<file path="src/rtl/maze_pkg.sv">
// maze_pkg: shared maze geometry, checkpoint tile indices and the loader FSM
// state type, imported by maze_rom and maze_state_writer.
package maze_pkg;

   localparam int unsigned MAZE_COLS  = 18;
   localparam int unsigned MAZE_ROWS  = 11;
   localparam int unsigned MAZE_TILES = 198;

   localparam int unsigned COL_W = 5;
   localparam int unsigned ROW_W = 4;
   localparam int unsigned IDX_W = 8;
   localparam int unsigned LVL_W = 2;

   // Checkpoint tiles are fixed by the level design and never player-editable.
   localparam logic [IDX_W-1:0] CP_IDX_0 = 8'd31;
   localparam logic [IDX_W-1:0] CP_IDX_1 = 8'd37;
   localparam logic [IDX_W-1:0] CP_IDX_2 = 8'd113;
   localparam logic [IDX_W-1:0] CP_IDX_3 = 8'd139;
   localparam logic [IDX_W-1:0] CP_IDX_4 = 8'd178;

   typedef enum logic [1:0] {
      ST_IDLE  = 2'd0,
      ST_LOAD  = 2'd1,
      ST_FLUSH = 2'd2
   } state_e;

   function automatic logic is_checkpoint(input logic [IDX_W-1:0] idx);
      return (idx == CP_IDX_0) || (idx == CP_IDX_1) || (idx == CP_IDX_2) ||
             (idx == CP_IDX_3) || (idx == CP_IDX_4);
   endfunction

endpackage

</file>
<file path="src/rtl/maze_rom.sv">
// maze_rom: 4 mazes x 11 rows of 18-bit tile words; bit 0 = column 0.
// Ports: CLK (clock), level (maze select), row (row select, 11..15 read 0),
//        row_word (registered row data, 1-cycle latency).
module maze_rom
   import maze_pkg::*;
(
   input  logic                 CLK,
   input  logic [LVL_W-1:0]     level,
   input  logic [ROW_W-1:0]     row,
   output logic [MAZE_COLS-1:0] row_word
);

   logic [MAZE_COLS-1:0] row_word_d;
   logic [MAZE_COLS-1:0] row_word_q;

   // Maze table lookup.
   always_comb begin
      row_word_d = '0;
      case ({level, row})
         // level 0
         6'h00: row_word_d = 18'h3FFFF;
         6'h01: row_word_d = 18'h20001;
         6'h02: row_word_d = 18'h2FFFD;
         6'h03: row_word_d = 18'h28005;
         6'h04: row_word_d = 18'h2BFF5;
         6'h05: row_word_d = 18'h2A015;
         6'h06: row_word_d = 18'h2AFD5;
         6'h07: row_word_d = 18'h28055;
         6'h08: row_word_d = 18'h2FF5D;
         6'h09: row_word_d = 18'h20001;
         6'h0A: row_word_d = 18'h3FFFF;
         // level 1
         6'h10: row_word_d = 18'h15555;
         6'h11: row_word_d = 18'h2AAAA;
         6'h12: row_word_d = 18'h15555;
         6'h13: row_word_d = 18'h2AAAA;
         6'h14: row_word_d = 18'h15555;
         6'h15: row_word_d = 18'h2AAAA;
         6'h16: row_word_d = 18'h15555;
         6'h17: row_word_d = 18'h2AAAA;
         6'h18: row_word_d = 18'h15555;
         6'h19: row_word_d = 18'h2AAAA;
         6'h1A: row_word_d = 18'h15555;
         // level 2
         6'h20: row_word_d = 18'h20F0F;
         6'h21: row_word_d = 18'h1F0F0;
         6'h22: row_word_d = 18'h3C3C3;
         6'h23: row_word_d = 18'h03C3C;
         6'h24: row_word_d = 18'h33333;
         6'h25: row_word_d = 18'h0CCCC;
         6'h26: row_word_d = 18'h3F00F;
         6'h27: row_word_d = 18'h00FF0;
         6'h28: row_word_d = 18'h2D2D2;
         6'h29: row_word_d = 18'h12D2D;
         6'h2A: row_word_d = 18'h3E01F;
         // level 3
         6'h30: row_word_d = 18'h00000;
         6'h31: row_word_d = 18'h00001;
         6'h32: row_word_d = 18'h00003;
         6'h33: row_word_d = 18'h00007;
         6'h34: row_word_d = 18'h0000F;
         6'h35: row_word_d = 18'h0001F;
         6'h36: row_word_d = 18'h0003F;
         6'h37: row_word_d = 18'h0007F;
         6'h38: row_word_d = 18'h000FF;
         6'h39: row_word_d = 18'h001FF;
         6'h3A: row_word_d = 18'h003FF;
         default: row_word_d = '0;
      endcase
   end

   // Registered ROM output.
   always_ff @(posedge CLK) begin
      row_word_q <= row_word_d;
   end

   assign row_word = row_word_q;

endmodule

</file>
<file path="src/rtl/maze_state_writer.sv">
// maze_state_writer: holds the 198-bit tile bitmap read by the OLED maze
// renderer, loads a stored maze row by row on request and, when built with
// MAZE_EDIT_EN, lets the player move a cursor and toggle non-checkpoint tiles.
// Ports: CLK, RESET (sync, active high), load_req/level (load request and maze
//        select), btn_up/down/left/right/toggle (cursor and edit pulses),
//        mazestate (tile bitmap), cursor_idx (cursor tile), busy (load running),
//        done (one-cycle pulse after the last row is written).
// Configuration: `define MAZE_EDIT_EN to build the cursor/toggle logic.
module maze_state_writer
   import maze_pkg::*;
(
   input  logic                  CLK,
   input  logic                  RESET,
   input  logic                  load_req,
   input  logic [LVL_W-1:0]      level,
   input  logic                  btn_up,
   input  logic                  btn_down,
   input  logic                  btn_left,
   input  logic                  btn_right,
   input  logic                  btn_toggle,
   output logic [MAZE_TILES-1:0] mazestate,
   output logic [IDX_W-1:0]      cursor_idx,
   output logic                  busy,
   output logic                  done
);

   localparam logic [ROW_W-1:0] LAST_ROW = ROW_W'(MAZE_ROWS - 1);

   state_e                state_q,     state_d;
   logic [LVL_W-1:0]      level_q,     level_d;
   logic [ROW_W-1:0]      rd_row_q,    rd_row_d;
   logic [ROW_W-1:0]      wr_row_q,    wr_row_d;
   logic                  wr_vld_q,    wr_vld_d;
   logic [MAZE_TILES-1:0] mazestate_q, mazestate_d;
   logic                  busy_q,      busy_d;
   logic                  done_q,      done_d;
   logic [MAZE_COLS-1:0]  rom_word;
   logic [IDX_W-1:0]      wr_base_c;

   maze_rom u_rom (
      .CLK      (CLK),
      .level    (level_q),
      .row      (rd_row_q),
      .row_word (rom_word)
   );

   // ROM data lags the row address by one cycle, so the write row is delayed too.
   assign wr_base_c = IDX_W'(wr_row_q) * IDX_W'(MAZE_COLS);

`ifdef MAZE_EDIT_EN
   logic [COL_W-1:0] col_q, col_d;
   logic [ROW_W-1:0] row_q, row_d;
   logic [IDX_W-1:0] cursor_idx_q, cursor_idx_d;
`else
   logic unused_btn;
   assign unused_btn = ^{btn_up, btn_down, btn_left, btn_right, btn_toggle};
`endif

   // Next-state, row write and edit logic.
   always_comb begin
      state_d     = state_q;
      level_d     = level_q;
      rd_row_d    = rd_row_q;
      wr_row_d    = rd_row_q;
      wr_vld_d    = 1'b0;
      mazestate_d = mazestate_q;
      busy_d      = busy_q;
      done_d      = 1'b0;
`ifdef MAZE_EDIT_EN
      col_d       = col_q;
      row_d       = row_q;
`endif

      if (wr_vld_q) begin
         mazestate_d[wr_base_c +: MAZE_COLS] = rom_word;
      end

      case (state_q)
         ST_IDLE: begin
            if (load_req) begin
               state_d  = ST_LOAD;
               level_d  = level;
               rd_row_d = '0;
               busy_d   = 1'b1;
            end
`ifdef MAZE_EDIT_EN
            // Toggle uses the pre-move cursor; checkpoints stay fixed.
            if (btn_toggle && !is_checkpoint(cursor_idx_q)) begin
               mazestate_d[cursor_idx_q] = ~mazestate_q[cursor_idx_q];
            end
            // Opposing pairs cancel; moves saturate at the maze edges.
            if (btn_up && !btn_down && (row_q != '0)) begin
               row_d = row_q - ROW_W'(1);
            end else if (btn_down && !btn_up && (row_q != LAST_ROW)) begin
               row_d = row_q + ROW_W'(1);
            end
            if (btn_left && !btn_right && (col_q != '0)) begin
               col_d = col_q - COL_W'(1);
            end else if (btn_right && !btn_left && (col_q != COL_W'(MAZE_COLS - 1))) begin
               col_d = col_q + COL_W'(1);
            end
`endif
         end
         ST_LOAD: begin
            wr_vld_d = 1'b1;
            if (rd_row_q == LAST_ROW) begin
               state_d = ST_FLUSH;
            end else begin
               rd_row_d = rd_row_q + ROW_W'(1);
            end
         end
         ST_FLUSH: begin
            done_d  = 1'b1;
            busy_d  = 1'b0;
            state_d = ST_IDLE;
         end
         default: begin
            state_d = ST_IDLE;
            busy_d  = 1'b0;
         end
      endcase
   end

`ifdef MAZE_EDIT_EN
   assign cursor_idx_d = IDX_W'(col_d) + (IDX_W'(row_d) * IDX_W'(MAZE_COLS));
`endif

   // State and output registers.
   always_ff @(posedge CLK) begin
      if (RESET) begin
         state_q      <= ST_IDLE;
         level_q      <= '0;
         rd_row_q     <= '0;
         wr_row_q     <= '0;
         wr_vld_q     <= 1'b0;
         mazestate_q  <= '0;
         busy_q       <= 1'b0;
         done_q       <= 1'b0;
`ifdef MAZE_EDIT_EN
         col_q        <= '0;
         row_q        <= '0;
         cursor_idx_q <= '0;
`endif
      end else begin
         state_q      <= state_d;
         level_q      <= level_d;
         rd_row_q     <= rd_row_d;
         wr_row_q     <= wr_row_d;
         wr_vld_q     <= wr_vld_d;
         mazestate_q  <= mazestate_d;
         busy_q       <= busy_d;
         done_q       <= done_d;
`ifdef MAZE_EDIT_EN
         col_q        <= col_d;
         row_q        <= row_d;
         cursor_idx_q <= cursor_idx_d;
`endif
      end
   end

   assign mazestate = mazestate_q;
   assign busy      = busy_q;
   assign done      = done_q;
`ifdef MAZE_EDIT_EN
   assign cursor_idx = cursor_idx_q;
`else
   assign cursor_idx = '0;
`endif

endmodule

</file>
<file path="config.mk">
export PLATFORM = sky130hd
export DESIGN_NAME = maze_state_writer
export DESIGN_NICKNAME = d
export VERILOG_FILES = /design/src/rtl/maze_pkg.sv /design/src/rtl/maze_rom.sv /design/src/rtl/maze_state_writer.sv
export SDC_FILE = /design/constraint.sdc
export NUM_CORES = 1
export LEC_CHECK = 0
export ABC_AREA = 1
export CORE_MARGIN = 8
export CORE_UTILIZATION = 50
export CTS_BUF_LIST = sky130_fd_sc_hd__clkbuf_8
export DETAILED_ROUTE_END_ITERATION = 10
export PLACE_DENSITY_LB_ADDON = 0.1
export SYNTH_ARGS = -nofsm -noshare
export SYNTH_HDL_FRONTEND = slang
export SYNTH_HIERARCHICAL = 1
export SYNTH_SLANG_ARGS = --single-unit
</file>
<file path="constraint.sdc">
create_clock -name CLK -period 4.6 [get_ports CLK]
set_clock_uncertainty 0.1 [all_clocks]
set_input_delay 1.38 -clock CLK [delete_from_list [all_inputs] [get_ports CLK]]
set_output_delay 1.38 -clock CLK [all_outputs]
set_load 0.01 [all_outputs]
</file>
## Word-level counts from Yosys, hierarchy flattened

Memory sizes are Yosys's and may differ from the RTL's. A register that Yosys moved wholly into a read port is not among the register bits.
Cells that the tools add are included.

- $mul: 1
- Bitwise operators: 1
- Equality and inequality tests: 6
- Add/subtract/negate cells: 2
- Reductions and logical operators: 6
- Shift operators: 2
- Muxes and demuxes: 11

Operators by type and width:

| cell | count |
|---|---|
| $bwmux 198 | 1 |
| $shift 18x10->198 const A | 1 |
| $shiftx 18x10->198 | 1 |
| $neg 8->10 | 1 |
| $mux 4 | 2 |
| $pmux 4 s2 | 1 |
| $mul 4x4->7 const B | 1 |
| $ne 2x2->1 const B | 3 |
| $reduce_and 2->1 | 3 |
| $add 4x1->4 const B | 1 |
| $eq 4x4->1 const B | 1 |
| $mux 2 | 2 |
| $pmux 2 s2 | 1 |
| $mux 1 | 3 |
| $reduce_and 3->1 | 1 |
| $eq 2x1->1 const B | 1 |
| $eq 2x2->1 const B | 1 |
| $logic_not 2->1 | 1 |
| $pmux 1 s2 | 1 |
| $reduce_bool 2->1 | 1 |
| $not 1->1 | 1 |

- Input port bits: 10
- Bits in registers: 213
- Bits in read-only memories: 1,152
- Logic and storage cells: 38
- Output and inout bits: 208
- Memories: 1

Memory list:

| memory | words | bits a word | rd ports | clocked after memory_dff | wr ports | RTL line | text |
|---|---|---|---|---|---|---|---|
| (name not given) | 64 | 18 | 1 | 1 | 0 | maze_rom.sv:19 | `case ({level, row})` |

## Logic depth before layout (Yosys ltp)

Gate-level depths: netlist of the first run.

- Depth in word-level cells: 4
- Gate-level depth with buffers: 20
- Gate-level depth less buffers: 18

## By module

The synthesis of the first run kept the hierarchy.

By module, submodules not included:

| module | sequential area each (sq um) | area an instance (sq um) | cells an instance | instances |
|---|---|---|---|---|
| maze_state_writer | 4,264.1 | 11,944.0 | 1,940 | 1 |
| maze_rom | 360.3 | 1,196.1 | 198 | 1 |

## Least setup slack after synthesis of the first run

OpenSTA, ideal clock, no wires.

- Path type: reg2reg
- Start point: register wr_row_q[0]
- End point: register mazestate_q[130], in the netlist mazestate[130]
- Cell stages (with the launch flop): 17
- Arrival: 2.601 ns
- Buffers on the path: 5
- Required time: 4.430 ns
- Library setup time: 0.070 ns
- Slack: 1.829 ns
- Period minus slack after synthesis: 2.771 ns
- Cells stage by stage: dfxtp_1 -> buf_4 -> inv_2 -> buf_6 -> buf_4 -> ha_1 -> inv_1 -> ha_1 -> buf_2 -> nor2_1 -> buf_1 -> nand2_1 -> nor2_1 -> nand2_1 -> o21ai_0 -> nand2_1 -> a21oi_1

- Word-level cells in the longest chain between the ends: 4
- Elaborated cells on any way between the ends: 5
- Classes of those cells: 1 x add/sub; 1 x mul; 2 x shift; 1 x mux

Ends and longest elaborated chain:

| what | RTL line | text |
|---|---|---|
| start: declaration | maze_state_writer.sv:32 | `logic [ROW_W-1:0] wr_row_q, wr_row_d;` |
| start signal: assignment | maze_state_writer.sv:148 | `wr_row_q <= wr_row_d;` |
| $mul 4x4->7 (*) | maze_state_writer.sv:48 | `assign wr_base_c = IDX_W'(wr_row_q) * IDX_W'(MAZE_COLS);` |
| $neg 8->10 (*) | maze_state_writer.sv:75 | `mazestate_d[wr_base_c +: MAZE_COLS] = rom_word;` |
| $shiftx 18x10->198 or $shift 18x10->198 (tied branches) | maze_state_writer.sv:75 |  |
| $bwmux 198 (*) | maze_state_writer.sv:75 |  |
| end signal: assignment | maze_state_writer.sv:150 | `mazestate_q <= mazestate_d;` |
| end: declaration | maze_state_writer.sv:34 | `logic [MAZE_TILES-1:0] mazestate_q, mazestate_d;` |

Every way passes the cells marked *; elsewhere a longest branch is shown, timed or not.
A chain may end at the register's enable or synchronous reset.

## Worst setup path after layout of the first run

- Start point: register wr_row_q[0]
- End point: register mazestate_q[2], in the netlist mazestate[2]

The elaborated chain is that of the path after synthesis.

==> flow_summary.ini, run 1 <==
[critical_path]
cp_common_cell = ha_1
r2r_end = mazestate[2]$_SDFFE_PP0P_
slowest_delay_ns = 0.80
cp.depth = 12
worstPathRequired_ns = 4.93
rr_startpoint = wr_row_q[0]$_SDFF_PP0_
r2r_slack_ns = 1.07
crit_path_end_kind = flip-flop
cp_slowest_cell = inv_2
critPathTopFamily = simple AND/OR/NAND/NOR gates
critPathKind = reg -> reg
cp_data_arrival_time_ns = 3.85
reg2reg_depth = 12
crit_fanout = 45
crit_chain = ha_1 -> ha_1 -> ha_1 -> nor2_2 -> nand2_1 -> nand2_2 -> inv_2 -> nand3_1 -> o21ai_0 -> nand2_1 -> nor3_1 -> nor2_1
critPathLaunchType = flip-flop
crit_buf_inv = 1

[final_layout]
multiInputGateArea_um2 = 7120
syn_to_final_growth_pct = 24.5
drive_gt1_share_pct = 7.24
fin_area_um2 = 16400
final-seq-area_um2 = 4620
final_cell_count_no_fill = 2698
insertedDiodeCount = 0
post-route-util_pct = 63.2
n_fill_cell = 2500
layout.nets = 2361

[synth]
synth_area_um2 = 13100
synth.area.top_cells = dfxtp_1 (35%), nand2_1 (17%), nor2_1 (11%)
syn_inst = 2138
ys_seq_area_share_pct = 35.2
ys_types = 46
synth.top_cell.area_share_pct = 35.2
synth_seq_cells = 231
yosysWarnings = 6
synth_top_area_cell = dfxtp_1
synth_area_per_cell_um2 = 6.15

[sta]
relSlewSlack_pct = 32.9
setup_ws_ns = 1.07
post-route-period-util_pct = 76.7
finalSetupTns_ns = 0
hold_violations = 0
hold_ws_ns = 0.368
rsz0062_at_grt = no
period_minus_slack_ns = 3.53
maxSlewViolCount = 0
tightest_slew_ns = 1.00
finalSetupViolations = 0
max_freq_ghz = 0.283

[route]
vias = 14500
post_drt_wl_per_cell_um = 17.5
vias_per_cell = 5.37
ant_nets = 0
drtPass1Iterations = 7
wl_um = 47100
drc = 0
drtIter0Drc = 1233

[global_routing]
antenna_found_initial = 0
grt_usage_pct = 28.9
grt_start_max_net_pins = 46
grt_overflow = 0
grt_first_pass_wirelength_um = 73500
grt_pass1_vias = 13700

[clock_network]
clock_latency_ns = 0.54
clock-root-buffer = clkbuf_8
clock_path_buffers = 3
clkSlewWorstSetupHoldPaths_ns = 0.06
cts_tree = built
cts-buffers-inserted = 40
cts.repair.resized = 0
post_cts_buffers = 0
cts_hold_buf = 0
numClockSinks = 231
h-tree-depth = 2

[power_and_ir_drop]
powerDensity_nw_per_um2 = 305
leakagePower_nw = 7.54
ir_drop_mv = 0.323
total_power_mw = 4.99

[status]
status = finished, final reports clean

[floorplanning]
pin_count = 218
dieArea_um2 = 31700
core_area_um2 = 25900
die_x_um = 178
initial_core_util_pct = 50.7
chipHeight_um = 178
rows = 59

[placement]
pre_cts_slack_ns = 1.11
io_buffer_count = 204
dp_hpwl_um = 35500
gp_congestion = 1.00
post_dp_cell_area_um2 = 15500
dp.cells = 2629

[job]
cap_viol_max_count = 0

[hold_path]
hold_end = mazestate[0]$_SDFFE_PP0P_
hold_path.startpoint = mazestate[0]$_SDFFE_PP0P_
holdCritPathClass = reg -> reg
holdPathStages = 2
-- logic make-up (layout without fill, tap and decap cells) --
group / count (synthesis) / count (layout) / synth area share (%)
flops: 231 / 231 / 35.2
buf+inv: 334 / 552 / 10.8
simple gates: 1245 / 1245 / 39.7
compound gates: 312 / 312 / 12.8
other cells: 1 / 8 / 0.0285
fa+ha+maj: 15 / 15 / 1.43
-- worst register-to-register path: stages, from the launching register on --
cell and delay [ns]:
dfxtp_1 0.45, ha_1 0.26, ha_1 0.18, ha_1 0.30
nor2_2 0.08, nand2_1 0.09, nand2_2 0.19, inv_2 0.81
nand3_1 0.29, o21ai_0 0.29, nand2_1 0.14, nor3_1 0.19
nor2_1 0.05
-- how the worst max path moves through the flow --
stage	startpoint	end	slack [ns]
after floorplan	wr_row_q[0]$_SDFF_PP0_	mazestate[130]$_SDFFE_PP0P_	1.83
after global placement	wr_row_q[0]$_SDFF_PP0_	mazestate[2]$_SDFFE_PP0P_	1.15
after detailed placement	wr_row_q[0]$_SDFF_PP0_	mazestate[2]$_SDFFE_PP0P_	1.11
after CTS	wr_row_q[0]$_SDFF_PP0_	mazestate[2]$_SDFFE_PP0P_	1.10
after global routing	wr_row_q[0]$_SDFF_PP0_	mazestate[2]$_SDFFE_PP0P_	0.80
final	wr_row_q[0]$_SDFF_PP0_	mazestate[2]$_SDFFE_PP0P_	1.07
-- area by class of cell --
| class | instances | share of cell area, % |
|---|---|---|
| Multi-Input combinational cell | 1580 | 43.5 |
| Sequential cell | 231 | 28.3 |
| Timing Repair Buffer | 258 | 15.4 |
| Inverter | 225 | 5.19 |
| Clock buffer | 50 | 4.21 |
| Tap cell | 335 | 2.56 |
| Clock inverter | 19 | 0.872 |
-- layout by cell type, fill, tap and decap left out, drive strengths merged --
master           n
o211a            1
inv            234
nand2          610
o41ai            1
o21ai          186
o211ai           1
conb             8
o21bai           5
nor2           384
bufinv           2
nor4             2
ha              15
clkdlybuf4s50  204
o21a             6
a31oi            9
nand3          190
nor3            18
clkinv           6
a211oi           1
nand4           30
a21oi           92
a21boi           2
clkbuf          50
and2             3
buf             54
dfxtp          231
nor3b            1
o31ai            1
clkinvlp         2
o22ai            7
nand3b           7
-- synth_stat cells, drive strengths merged --
master and n:
buf 79, o31ai 1, ha 15, nand3 190, and2 3, nand2 610, nand3b 7, inv 224
a21boi 2, clkinv 1, nand4 30, o22ai 7, o21a 6, a211oi 1, o21bai 5, nor3 18
dfxtp 231, a21oi 92, o211a 1, o41ai 1, clkbuf 30, a31oi 9, o211ai 1, conb 1
nor4 2, o21ai 186, nor2 384, nor3b 1
-- sequential cells by signal, indices dropped and copies added, names as in the netlist --
register / cells
u_rom/row_word: 18
level_q: 2
wr_vld_q: 1
busy: 1
mazestate: 198
wr_row_q: 4
state_q: 2
done: 1
rd_row_q: 4
-- where the power goes --
group / internal, mW / switching, mW / leakage (nW) / total, mW
sequential: 2.05 / 0.0378 / 1.87 / 2.09
combinational: 0.264 / 0.715 / 5.21 / 0.979
clock: 1.09 / 0.834 / 0.460 / 1.93
-- metal layers --
metal  GRT usage (%)  share of wire, %  vias up
li1                -                 -     7174
met1            37.3                44     6546
met2            46.6                44      638
met3            5.48               8.3      123
met4            11.7               3.7        0
met5               0                 0        -
Power figures use the tool's default switching activity.
==> run 2, diff against run 1 <==
==> constraint.sdc (replaced) <==
create_clock -name CLK -period 3.55 [get_ports CLK]
set_clock_uncertainty 0.1 [all_clocks]
set_input_delay 1.065 -clock CLK [delete_from_list [all_inputs] [get_ports CLK]]
set_output_delay 1.065 -clock CLK [all_outputs]
set_load 0.01 [all_outputs]
==> run 2 against run 1 <==
Net effect:
- die area unchanged
- clock power increased by 18%
- via count grew 0.49%
- sequential share of layout area increased by 0.36 points
- cell count down 0.30%
- sequential power rose by 29%
- utilization shrank 0.80 points
==> flow_summary.ini, run 2 (synthesized netlist as in run 1, its figures left out) <==
[final_layout]
layout.nets = 2353
final_cell_mix = nand2_1 (598), nor2_1 (368), dfxtp_1 (231)
drive_gt1_share_pct = 6.62
syn_to_final_growth_pct = 23.0
insertedDiodeCount = 0
fin_area_um2 = 16200
final_common_cell = nand2_1
largest_register_ffs = 198

[floorplanning]
initial_core_util_pct = 50.7
die_x_um = 178
pin_count = 218
core_area_um2 = 25900
rows = 59
dieArea_um2 = 31700
chipHeight_um = 178

[sta]
period_minus_slack_ns = 3.28
maxSlewViolCount = 0
hold_violations = 0
finalSetupTns_ns = 0
relSlewSlack_pct = 46.2
tightest_slew_ns = 0.799
max_freq_ghz = 0.305
rsz0062_at_grt = no
post-route-period-util_pct = 92.4
finalSetupViolations = 0

[route]
post_drt_wl_per_cell_um = 17.7
vias = 14600
vias_per_cell = 5.41
ant_nets = 0
drtPass1Iterations = 6
wl_um = 47600
drc = 0
drtIter0Drc = 1279

[global_routing]
grt_usage_pct = 29.1
antenna_found_initial = 0
grt_overflow = 0
grt_start_max_net_pins = 74
grt_pass1_vias = 13600
grt_first_pass_wirelength_um = 73200

[critical_path]
crit_start = wr_row_q[3]$_SDFF_PP0_
cp_common_cell = ha_1
r2r_slack_ns = 0.27
crit_fanout = 19
critPathKind = reg -> reg
cp_slowest_cell = nor2_8
rr_startpoint = wr_row_q[3]$_SDFF_PP0_
worstPathRequired_ns = 3.93
slowest_delay_ns = 0.46
critPathLaunchType = flip-flop
cp_data_arrival_time_ns = 3.66
crit_chain = ha_1 -> ha_1 -> ha_1 -> nor2_2 -> nand2_1 -> nand2_1 -> nand2_4 -> inv_4 -> nand3_4 -> nor2_8 -> nand3_1 -> inv_1 -> o21ai_0 -> nor2_1
reg2reg_depth = 14
r2r_end = mazestate[108]$_SDFFE_PP0P_
crit_path_end_kind = flip-flop

[power_and_ir_drop]
leakagePower_nw = 7.47
ir_drop_mv = 0.366
powerDensity_nw_per_um2 = 386
total_power_mw = 6.24

[clock_network]
post_cts_buffers = 0
cts.repair.resized = 0
h-tree-depth = 2
clock-root-buffer = clkbuf_8
clkSlewWorstSetupHoldPaths_ns = 0.06
cts_hold_buf = 0
clock_path_buffers = 3
cts-buffers-inserted = 39
cts_tree = built
numClockSinks = 231
clock_latency_ns = 0.54

[placement]
dp_hpwl_um = 35900
io_buffer_count = 204
gp_congestion = 0.993
post_dp_cell_area_um2 = 15400

[hold_path]
hold_end = mazestate[1]$_SDFFE_PP0P_
holdCritPathClass = reg -> reg
hold_path.startpoint = mazestate[1]$_SDFFE_PP0P_
holdPathStages = 2

[job]
cap_viol_max_count = 0

[status]
status = finished, final reports clean
[run 2: metrics by stage]
step                setup slack, ns  hold WS (ns)  instances  util, %
finish                        0.269         0.368       2690     62.4
global route                 0.0535         0.396       2690     62.4
floorplan                     0.779         0.344       2145        -
global placement              0.438         0.354       2622     59.5
detailed placement            0.373         0.361       2622     59.5
CTS                           0.327         0.370       2690     62.4
[run 2: power breakdown]
group / leakage [nW] / internal [mW] / switching (mW)
Clock: 0.444 / 1.20 / 1.07
Combinational: 5.16 / 0.333 / 0.939
Sequential: 1.87 / 2.65 / 0.0425
Total: 7.47 / 4.19 / 2.05
[run 2: how the worst max path moves through the flow]
stage                                  endpoint  slack [ns]
floorplan           mazestate[130]$_SDFFE_PP0P_        0.78
global placement    mazestate[137]$_SDFFE_PP0P_        0.44
detailed placement  mazestate[108]$_SDFFE_PP0P_        0.37
CTS                 mazestate[108]$_SDFFE_PP0P_        0.33
global route        mazestate[108]$_SDFFE_PP0P_        0.05
finish              mazestate[108]$_SDFFE_PP0P_        0.27
[run 2: worst max-delay path: cells and delay by family (launching register included)]
family	cells	cell delay, ns
AOI/OAI and AO/OA	1	0.09
and+or+nand+nor	8	1.75
adders and majority gates	3	0.69
buffers and inverters	2	0.26
DFF	1	0.33
[run 2: layer usage]
layer / routed length [µm] / share of wire, % / GRT usage, % / vias to the layer above
met5: 0 / 0 / 0 / -
met4: 1740 / 3.6 / 12.3 / 0
met3: 4400 / 9.2 / 6.86 / 114
met2: 21200 / 45 / 46.4 / 667
met1: 20300 / 43 / 37.0 / 6615
li1: - / - / - / 7156
[run 2: layout make-up]
class / instances / area (µm²)
timing repair buffer: 251 / 2410
inverter: 225 / 850
fill: 2493 / 9750
clock buffer: 47 / 647
multi-input combinational: 1580 / 7120
tap: 335 / 419
clock inverter: 21 / 92.6
sequential: 231 / 4620
==> run 3, diff against run 2 <==
--- a/config.mk
+++ b/config.mk
@@ -10,6 +10,7 @@
 export CORE_UTILIZATION = 50
 export CTS_BUF_LIST = sky130_fd_sc_hd__clkbuf_8
 export DETAILED_ROUTE_END_ITERATION = 10
+export GPL_ROUTABILITY_DRIVEN = 1
 export PLACE_DENSITY_LB_ADDON = 0.1
 export SYNTH_ARGS = -nofsm -noshare
 export SYNTH_HDL_FRONTEND = slang
==> results of run 3 <==
Same layout as run 2: the final DEF is identical, and so are final timing and power.
